--- src/rtl/musicbox_pkg.sv ---
// Shared types and constants for the music-box note sequencer.
package musicbox_pkg;

   typedef enum logic [1:0] {
      IDLE  = 2'd0,
      FETCH = 2'd1,
      CHECK = 2'd2,
      HOLD  = 2'd3
   } seq_state_t;

   localparam int NOTE_REST        = 0;
   localparam int END_CODE_DEFAULT = 255;

   // Song-select width; a single-song build still carries a one-bit select.
   function automatic int sel_w(input int num_songs);
      if (num_songs <= 1) begin
         return 1;
      end else begin
         return $clog2(num_songs);
      end
   endfunction

endpackage

--- src/rtl/note_sequencer_if.sv ---
// Control, ROM and playback-status bundle for note_sequencer.
// Optional MUSICBOX_TRANSPOSE_EN adds the transpose input.
interface note_sequencer_if #(
   parameter int NOTE_W = 8,
   parameter int ADDR_W = 10,
   parameter int SEL_W  = 1
);
   logic              start;
   logic              stop;
   logic              pause;
   logic [SEL_W-1:0]  song_sel;
   logic              loop_en;
   logic              tick;
   logic [ADDR_W-1:0] rom_addr;
   logic [NOTE_W-1:0] rom_data;
   logic [NOTE_W-1:0] note;
   logic              playing;
   logic              song_done;
   logic [ADDR_W-1:0] beat_idx;
`ifdef MUSICBOX_TRANSPOSE_EN
   logic [5:0]        transpose;
`endif

   modport master (
`ifdef MUSICBOX_TRANSPOSE_EN
      output transpose,
`endif
      output start, stop, pause, song_sel, loop_en, tick, rom_data,
      input  rom_addr, note, playing, song_done, beat_idx
   );

   modport slave (
`ifdef MUSICBOX_TRANSPOSE_EN
      input  transpose,
`endif
      input  start, stop, pause, song_sel, loop_en, tick, rom_data,
      output rom_addr, note, playing, song_done, beat_idx
   );

endinterface

--- src/rtl/note_sequencer.sv ---
// Multi-song note sequencer: steps an external 1-cycle-latency note ROM per tempo tick.
// Define MUSICBOX_TRANSPOSE_EN to add saturating transpose of fetched notes.
module note_sequencer
   import musicbox_pkg::*;
#(
   parameter int NOTE_W     = 8,
   parameter int NUM_SONGS  = 2,
   parameter int SONG_DEPTH = 512,
   parameter int ADDR_W     = 10,
   parameter int END_CODE   = END_CODE_DEFAULT
) (
   input logic             clk,
   input logic             rst_n,
   note_sequencer_if.slave bus
);

   localparam int                SEL_W       = sel_w(NUM_SONGS);
   localparam logic [SEL_W:0]    NUM_SONGS_C = (SEL_W+1)'(NUM_SONGS);
   localparam logic [NOTE_W-1:0] END_C       = NOTE_W'(END_CODE);
   localparam logic [NOTE_W-1:0] REST_C      = NOTE_W'(NOTE_REST);
   localparam logic [ADDR_W-1:0] LAST_C      = ADDR_W'(SONG_DEPTH - 1);
   localparam logic [ADDR_W-1:0] DEPTH_C     = ADDR_W'(SONG_DEPTH);
   localparam logic [ADDR_W-1:0] ZERO_ADDR_C = {ADDR_W{1'b0}};
   localparam logic [ADDR_W-1:0] ONE_ADDR_C  = ADDR_W'(1);

   if ((2 ** ADDR_W) < (NUM_SONGS * SONG_DEPTH)) begin : g_addr_check
      $error("note_sequencer: ADDR_W too small for NUM_SONGS*SONG_DEPTH");
   end

   seq_state_t        state_r, state_nxt_s;
   logic [ADDR_W-1:0] base_r, base_nxt_s, rom_addr_r, rom_addr_nxt_s;
   logic [ADDR_W-1:0] beat_idx_r, beat_idx_nxt_s, start_base_s;
   logic [NOTE_W-1:0] note_r, note_nxt_s, fetched_note_s;
   logic              song_done_r, song_done_nxt_s, playing_r;
   logic              tick_pending_r, tick_pending_nxt_s;
   logic              start_ok_s, end_code_s, advance_s, last_entry_s, song_end_s;

   assign start_ok_s   = bus.start && ({1'b0, bus.song_sel} < NUM_SONGS_C);
   assign start_base_s = ADDR_W'(bus.song_sel) * DEPTH_C;
   assign end_code_s   = (bus.rom_data == END_C);
   assign advance_s    = (bus.tick || tick_pending_r) && !bus.pause;
   assign last_entry_s = (beat_idx_r == LAST_C);
   // Both END_CODE and running off the last reserved entry finish the song the same way.
   assign song_end_s   = ((state_r == CHECK) && end_code_s) ||
                         ((state_r == HOLD) && advance_s && last_entry_s);

`ifdef MUSICBOX_TRANSPOSE_EN
   localparam logic signed [NOTE_W+1:0] LO_C = (NOTE_W+2)'(1);
   localparam logic signed [NOTE_W+1:0] HI_C = (NOTE_W+2)'(END_CODE - 1);
   logic [5:0] transpose_r;

   function automatic logic [NOTE_W-1:0] transpose_note(input logic [NOTE_W-1:0] raw,
                                                        input logic [5:0]        offs);
      logic signed [NOTE_W+1:0] sum;
      sum = $signed({2'b00, raw}) + $signed({{(NOTE_W-4){offs[5]}}, offs});
      if (raw == REST_C) begin
         return REST_C;
      end else if (sum < LO_C) begin
         return LO_C[NOTE_W-1:0];
      end else if (sum > HI_C) begin
         return HI_C[NOTE_W-1:0];
      end else begin
         return sum[NOTE_W-1:0];
      end
   endfunction

   // Transpose offset captured together with an accepted start.
   always_ff @(posedge clk or negedge rst_n) begin
      if (!rst_n) begin
         transpose_r <= 6'd0;
      end else if (!bus.stop && start_ok_s) begin
         transpose_r <= bus.transpose;
      end else begin
         transpose_r <= transpose_r;
      end
   end

   assign fetched_note_s = transpose_note(bus.rom_data, transpose_r);
`else
   assign fetched_note_s = bus.rom_data;
`endif

   // State and registered outputs.
   always_ff @(posedge clk or negedge rst_n) begin
      if (!rst_n) begin
         state_r        <= IDLE;
         base_r         <= ZERO_ADDR_C;
         rom_addr_r     <= ZERO_ADDR_C;
         beat_idx_r     <= ZERO_ADDR_C;
         note_r         <= REST_C;
         song_done_r    <= 1'b0;
         playing_r      <= 1'b0;
         tick_pending_r <= 1'b0;
      end else begin
         state_r        <= state_nxt_s;
         base_r         <= base_nxt_s;
         rom_addr_r     <= rom_addr_nxt_s;
         beat_idx_r     <= beat_idx_nxt_s;
         note_r         <= note_nxt_s;
         song_done_r    <= song_done_nxt_s;
         playing_r      <= (state_nxt_s != IDLE);
         tick_pending_r <= tick_pending_nxt_s;
      end
   end

   // Next-state selection; stop outranks start, start outranks normal stepping.
   always_comb begin
      state_nxt_s = state_r;
      if (bus.stop) begin
         state_nxt_s = IDLE;
      end else if (start_ok_s) begin
         state_nxt_s = FETCH;
      end else if (song_end_s) begin
         state_nxt_s = bus.loop_en ? FETCH : IDLE;
      end else begin
         case (state_r)
            IDLE:    state_nxt_s = IDLE;
            FETCH:   state_nxt_s = CHECK;
            CHECK:   state_nxt_s = HOLD;
            HOLD:    state_nxt_s = advance_s ? FETCH : HOLD;
            default: state_nxt_s = IDLE;
         endcase
      end
   end

   // Next values of address, beat, note, pending tick and done pulse.
   always_comb begin
      base_nxt_s         = base_r;
      rom_addr_nxt_s     = rom_addr_r;
      beat_idx_nxt_s     = beat_idx_r;
      note_nxt_s         = note_r;
      tick_pending_nxt_s = tick_pending_r;
      song_done_nxt_s    = 1'b0;
      if (bus.stop) begin
         note_nxt_s         = REST_C;
         tick_pending_nxt_s = 1'b0;
      end else if (start_ok_s) begin
         base_nxt_s         = start_base_s;
         rom_addr_nxt_s     = start_base_s;
         beat_idx_nxt_s     = ZERO_ADDR_C;
         tick_pending_nxt_s = 1'b0;
      end else begin
         case (state_r)
            IDLE: note_nxt_s = REST_C;
            FETCH, CHECK: begin
               if (bus.tick) begin
                  tick_pending_nxt_s = 1'b1;
               end else begin
                  tick_pending_nxt_s = tick_pending_r;
               end
               if ((state_r == CHECK) && !end_code_s) begin
                  note_nxt_s = fetched_note_s;
               end else begin
                  note_nxt_s = note_r;
               end
            end
            HOLD: begin
               if (advance_s && !last_entry_s) begin
                  tick_pending_nxt_s = 1'b0;
                  rom_addr_nxt_s     = rom_addr_r + ONE_ADDR_C;
                  beat_idx_nxt_s     = beat_idx_r + ONE_ADDR_C;
               end else if (advance_s) begin
                  tick_pending_nxt_s = 1'b0;
               end else begin
                  tick_pending_nxt_s = tick_pending_r;
               end
            end
            default: note_nxt_s = REST_C;
         endcase
         if (song_end_s && bus.loop_en) begin
            rom_addr_nxt_s = base_r;
            beat_idx_nxt_s = ZERO_ADDR_C;
         end else if (song_end_s) begin
            note_nxt_s         = REST_C;
            song_done_nxt_s    = 1'b1;
            tick_pending_nxt_s = 1'b0;
         end else begin
            song_done_nxt_s = 1'b0;
         end
      end
   end

   assign bus.rom_addr  = rom_addr_r;
   assign bus.beat_idx  = beat_idx_r;
   assign bus.note      = note_r;
   assign bus.song_done = song_done_r;
   assign bus.playing   = playing_r;

endmodule

--- src/flat_wrapper.sv ---
// flat-port wrapper written by rule: the top's interface ports become plain ports
module note_sequencer_flat import musicbox_pkg::*;
#(
   parameter int NOTE_W     = 8,
   parameter int NUM_SONGS  = 2,
   parameter int SONG_DEPTH = 512,
   parameter int ADDR_W     = 10,
   parameter int END_CODE   = END_CODE_DEFAULT
)
  (clk, rst_n, bus_start, bus_stop, bus_pause, bus_song_sel, bus_loop_en, bus_tick, bus_rom_data, bus_rom_addr, bus_note, bus_playing, bus_song_done, bus_beat_idx);
  note_sequencer_if #(.NOTE_W(NOTE_W), .ADDR_W(ADDR_W)) bus_i ();
  input logic clk;
  input logic rst_n;
  input wire logic [$bits(bus_i.start)-1:0] bus_start;
  input wire logic [$bits(bus_i.stop)-1:0] bus_stop;
  input wire logic [$bits(bus_i.pause)-1:0] bus_pause;
  input wire logic [$bits(bus_i.song_sel)-1:0] bus_song_sel;
  input wire logic [$bits(bus_i.loop_en)-1:0] bus_loop_en;
  input wire logic [$bits(bus_i.tick)-1:0] bus_tick;
  input wire logic [$bits(bus_i.rom_data)-1:0] bus_rom_data;
  output wire logic [$bits(bus_i.rom_addr)-1:0] bus_rom_addr;
  output wire logic [$bits(bus_i.note)-1:0] bus_note;
  output wire logic [$bits(bus_i.playing)-1:0] bus_playing;
  output wire logic [$bits(bus_i.song_done)-1:0] bus_song_done;
  output wire logic [$bits(bus_i.beat_idx)-1:0] bus_beat_idx;
  assign bus_i.start = bus_start;
  assign bus_i.stop = bus_stop;
  assign bus_i.pause = bus_pause;
  assign bus_i.song_sel = bus_song_sel;
  assign bus_i.loop_en = bus_loop_en;
  assign bus_i.tick = bus_tick;
  assign bus_i.rom_data = bus_rom_data;
  assign bus_rom_addr = bus_i.rom_addr;
  assign bus_note = bus_i.note;
  assign bus_playing = bus_i.playing;
  assign bus_song_done = bus_i.song_done;
  assign bus_beat_idx = bus_i.beat_idx;
  note_sequencer #(.NOTE_W(NOTE_W), .NUM_SONGS(NUM_SONGS), .SONG_DEPTH(SONG_DEPTH), .ADDR_W(ADDR_W), .END_CODE(END_CODE)) u_core (.clk(clk), .rst_n(rst_n), .bus(bus_i));
endmodule
--- config.mk ---
export PLATFORM = sky130hd
export DESIGN_NAME = note_sequencer_flat
export DESIGN_NICKNAME = d
export VERILOG_FILES = /design/src/rtl/musicbox_pkg.sv /design/src/rtl/note_sequencer_if.sv /design/src/rtl/note_sequencer.sv /design/src/flat_wrapper.sv
export SDC_FILE = /design/constraint.sdc
export NUM_CORES = 1
export LEC_CHECK = 0
export ABC_AREA = 1
export BUFFER_PORTS_ARGS = -buffer_cell sky130_fd_sc_hd__buf_2
export CAP_MARGIN = 20
export CORE_ASPECT_RATIO = 1.1
export CORE_MARGIN = 2
export CORE_UTILIZATION = 35
export CTS_CLUSTER_DIAMETER = 30
export CTS_CLUSTER_SIZE = 10
export DETAILED_ROUTE_END_ITERATION = 8
export PLACE_DENSITY = 0.62
export SLEW_MARGIN = 25
export SYNTH_ARGS = -nofsm -noshare
export SYNTH_HDL_FRONTEND = slang
export SYNTH_SLANG_ARGS = --single-unit
export TNS_END_PERCENT = 1
--- constraint.sdc ---
create_clock -name clk -period 2.2 [get_ports clk]
set_clock_uncertainty 0.2 [all_clocks]
set_input_delay 0 -clock clk [delete_from_list [all_inputs] [get_ports clk]]
set_output_delay 0 -clock clk [all_outputs]
set_load 0.02 [all_outputs]
==> results.ini <==
[status]
status = finished clean

[pwr]
netSwitchingPower_mw = 0.4216
power_density_mw_per_mm2 = 524.1
internal_power_mw = 1.011
vdd_drop_max_uv = 308.9
leakage_nw = 1.340
comb_power_share_pct = 18.7
power_frac_seq_pct = 47.3
netSwitchingFraction_pct = 29.43
clockPowerShare_pct = 34.1

[global_routing]
grt_usage_pct = 15.98
antenna_found_initial = 0
grt_overflow_total = 0
grt_max_degree = 35
grt_pass1_vias = 1852
grt_pass1_wl_mm = 8.535

[detailed_routing]
routedWlPerCell_um = 12.36
postRouteAntennaNets = 0
viasPerCell = 4.795
first_pass_iters = 4
drc = 0
drtIter0Drc = 62
via_count = 1990
routed_wl_mm = 5.128

[synthesis]
synthMuxAreaShare_pct = 0
synth_area_sq_mm = 0.002113
synthCells = 267
yosysSeqAreaShare_pct = 40.26
yosys.area.top_type = dfrtp_1
synth.net_count = 288
ys_warn_count = 0
yosys.area.top_type_share_pct = 40.26
synth-simple-area-share_pct = 27.83
synth_xor_area_share_pct = 2.901
syn_area_per_cell_sq_um = 7.915
synth-compound-area-share_pct = 17.35
synth_area_leaders = dfrtp_1, nand2_1, o21ai_2
synth-adder-area-share_pct = 2.960
synth-seq-cells = 34
synthDistinctLibCells = 29
synth_top_family_by_area = simple AND/OR/NAND/NOR gates

[clock_tree]
cts.sinks = 34
cts_root_buffer = clkbuf_8
h-tree-depth = 2
numCtsBuffers = 5
path_clk_slew_ps = 70
clk_path_buf_depth = 2
clkLatencyLatePin_ps = 290
cts_tree = yes

[timing]
finalSetupViolations = 0
min_period_ps = 2052
post-route-period-util_pct = 93.28
whs_ps = 42.02
rsz0062_at_grt = false
finalHoldViolCount = 0
tns_ps = 0
relSlewSlack_pct = 47.85
worstMarginPinSlew_ps = 782.3
slew_violations = 0
max_freq_mhz = 487.3

[critical_path]
cp.required_ps = 2190
critPathMaxFanout = 20
crit_type = reg2reg
critPathArrivalTime_ps = 2040
cpMostUsedCell = nand2_2
path_cells = ha_2 -> nand2_2 -> nor2_4 -> nand3_4 -> o21ai_4 -> nand2_2 -> nand3_2 -> nand2_8 -> buf_12 -> nand2_1 -> o21ai_2
slowest_delay_ps = 400
cpMaxStageDelayCell = dfrtp_1
startpoint_type = flip-flop
cp-end-kind = flip-flop

[die]
start_util_pct = 36.40
coreArea_sq_mm = 0.005806
dieArea_sq_mm = 0.006676
dieHeight_um = 85.50
die_w_um = 78.09
boundaryPins = 46
std_cell_rows = 29

[final_layout]
diodes = 0
mostFrequentLayoutCells = nand2_1, buf_2, dfrtp_1
syn_to_final_growth_pct = 29.37
fin_nets = 358
multi_input_area_sq_mm = 0.001101
ff_latch_area_sq_um = 850.8
final_common_cell = nand2_1
n_fill_cell = 609
final_layout_size_suffix_gt1_share_pct = 28.11

[flow_run]
cap_violations = 0

[place]
io_buffers = 45
dp_hpwl_mm = 3.638
gp_congestion = 0.8917

[min_path]
hold_class = in2reg

-- synth_stat cells --
cell type,n
nand2_2,2
or2_2,2
nand3_4,1
xor2_1,6
clkbuf_1,3
buf_6,4
a21oi_1,5
nand2_1,71
nand3_2,1
nand3_1,14
o21bai_1,2
o21ai_2,19
nand4_1,12
o211ai_1,1
nor2_4,2
clkinv_1,1
dfrtp_1,34
nor2_1,20
o32ai_1,1
nand2_4,1
o2111ai_1,3
ha_1,5
o22ai_1,1
nor3_1,3
o21ai_0,16
o21ai_4,1
inv_1,33
xnor2_1,1
o31ai_1,2
-- through the flow --
| step | power [mW] | instance area [sq um] | setup slack [ps] | utilization, % | instances |
|---|---|---|---|---|---|
| 6_report | 1.433 | 2734 | 147.8 | 47.09 | 415 |
| 5_1_grt | 1.502 | 2734 | 5.415 | 47.09 | 415 |
| 4_1_cts | 1.436 | 2678 | 10.88 | 46.12 | 411 |
| 3_5_place_dp | 0.9214 | 2436 | 28.10 | 41.96 | 388 |
| 3_3_place_gp | 0.9185 | 2436 | 89.76 | 41.96 | 388 |
| 2_1_floorplan | 0.8348 | 2113 | 99.80 | - | 267 |
-- critical path, delay by kind of cell, from the launching register on --
| family | cells | cell delay [ps] |
|---|---|---|
| buffers and inverters | 1 | 180 |
| AOI/OAI and AO/OA | 2 | 220 |
| DFF | 1 | 400 |
| and+or+nand+nor | 7 | 720 |
| adders and majority gates | 1 | 210 |
-- worst paths after layout --
kind / start / to / slack (ps) / cells past startpoint
max: u_core.bus.beat_idx[1] / u_core.bus.rom_addr[1] / 150 / 11
min: bus_pause / u_core.state_r[1] / 40 / 5
max reg2reg: u_core.bus.beat_idx[1] / u_core.bus.rom_addr[1] / 150 / 11
min reg2reg: u_core.bus.note[7] / u_core.bus.note[7] / 310 / 2
max in group asynchronous: rst_n / u_core.bus.beat_idx[5] / 1180 / 2
min in group asynchronous: rst_n / u_core.base_r[9] / 120 / 2
-- cell families after synthesis --
group | count (synthesis)
xor+xnor | 7
fa+ha+maj | 5
compound gates | 51
simple gates | 129
buf+inv | 41
flops | 34
-- registers in the layout (all words and copies together) (netlist names) --
name,cells
u_core.bus.beat_idx,10
u_core.bus.rom_addr,10
u_core.bus.note,8
u_core.state_r,2
u_core.base_r,1
u_core.bus.playing,1
u_core.bus.song_done,1
u_core.tick_pending_r,1
-- per-layer routing --
layer / track usage [%] / part of all wire [%] / wire length [um] / up-vias
li1: - / - / - / 1017
met1: 20.51 / 47 / 2398 / 907
met2: 26.10 / 46 / 2378 / 53
met3: 3.368 / 4.5 / 231 / 13
met4: 7.018 / 2.3 / 120 / 0
met5: 0 / 0 / 0 / -
-- power by group through the flow --
stage                     clock network (mW)  registers [mW]  logic, mW
final                                  0.488           0.677      0.268
after global routing                   0.523           0.682      0.297
after CTS                              0.505           0.678      0.253
after detailed placement                   0           0.690      0.231
after global placement                     0           0.688      0.230
after floorplan                            0           0.717      0.117
-- area by class of cell --
cell class	instances	share of cell area (%)
clock inverter	1	0.1831
clock buffer	7	3.158
multi-input combinational	192	40.27
tap	77	3.524
sequential	34	31.12
timing repair buffer	70	17.07
inverter	34	4.668
-- what timing repair did --
| action | CTS | global route |
|---|---|---|
| setup buffers | 0 | 4 |
| hold endpoints to repair | 52 | 0 |
| resized for setup | 0 | 7 |
| setup endpoints to repair | 0 | 23 |
| hold buffers | 15 | 0 |
Power figures use the tool's default switching activity.
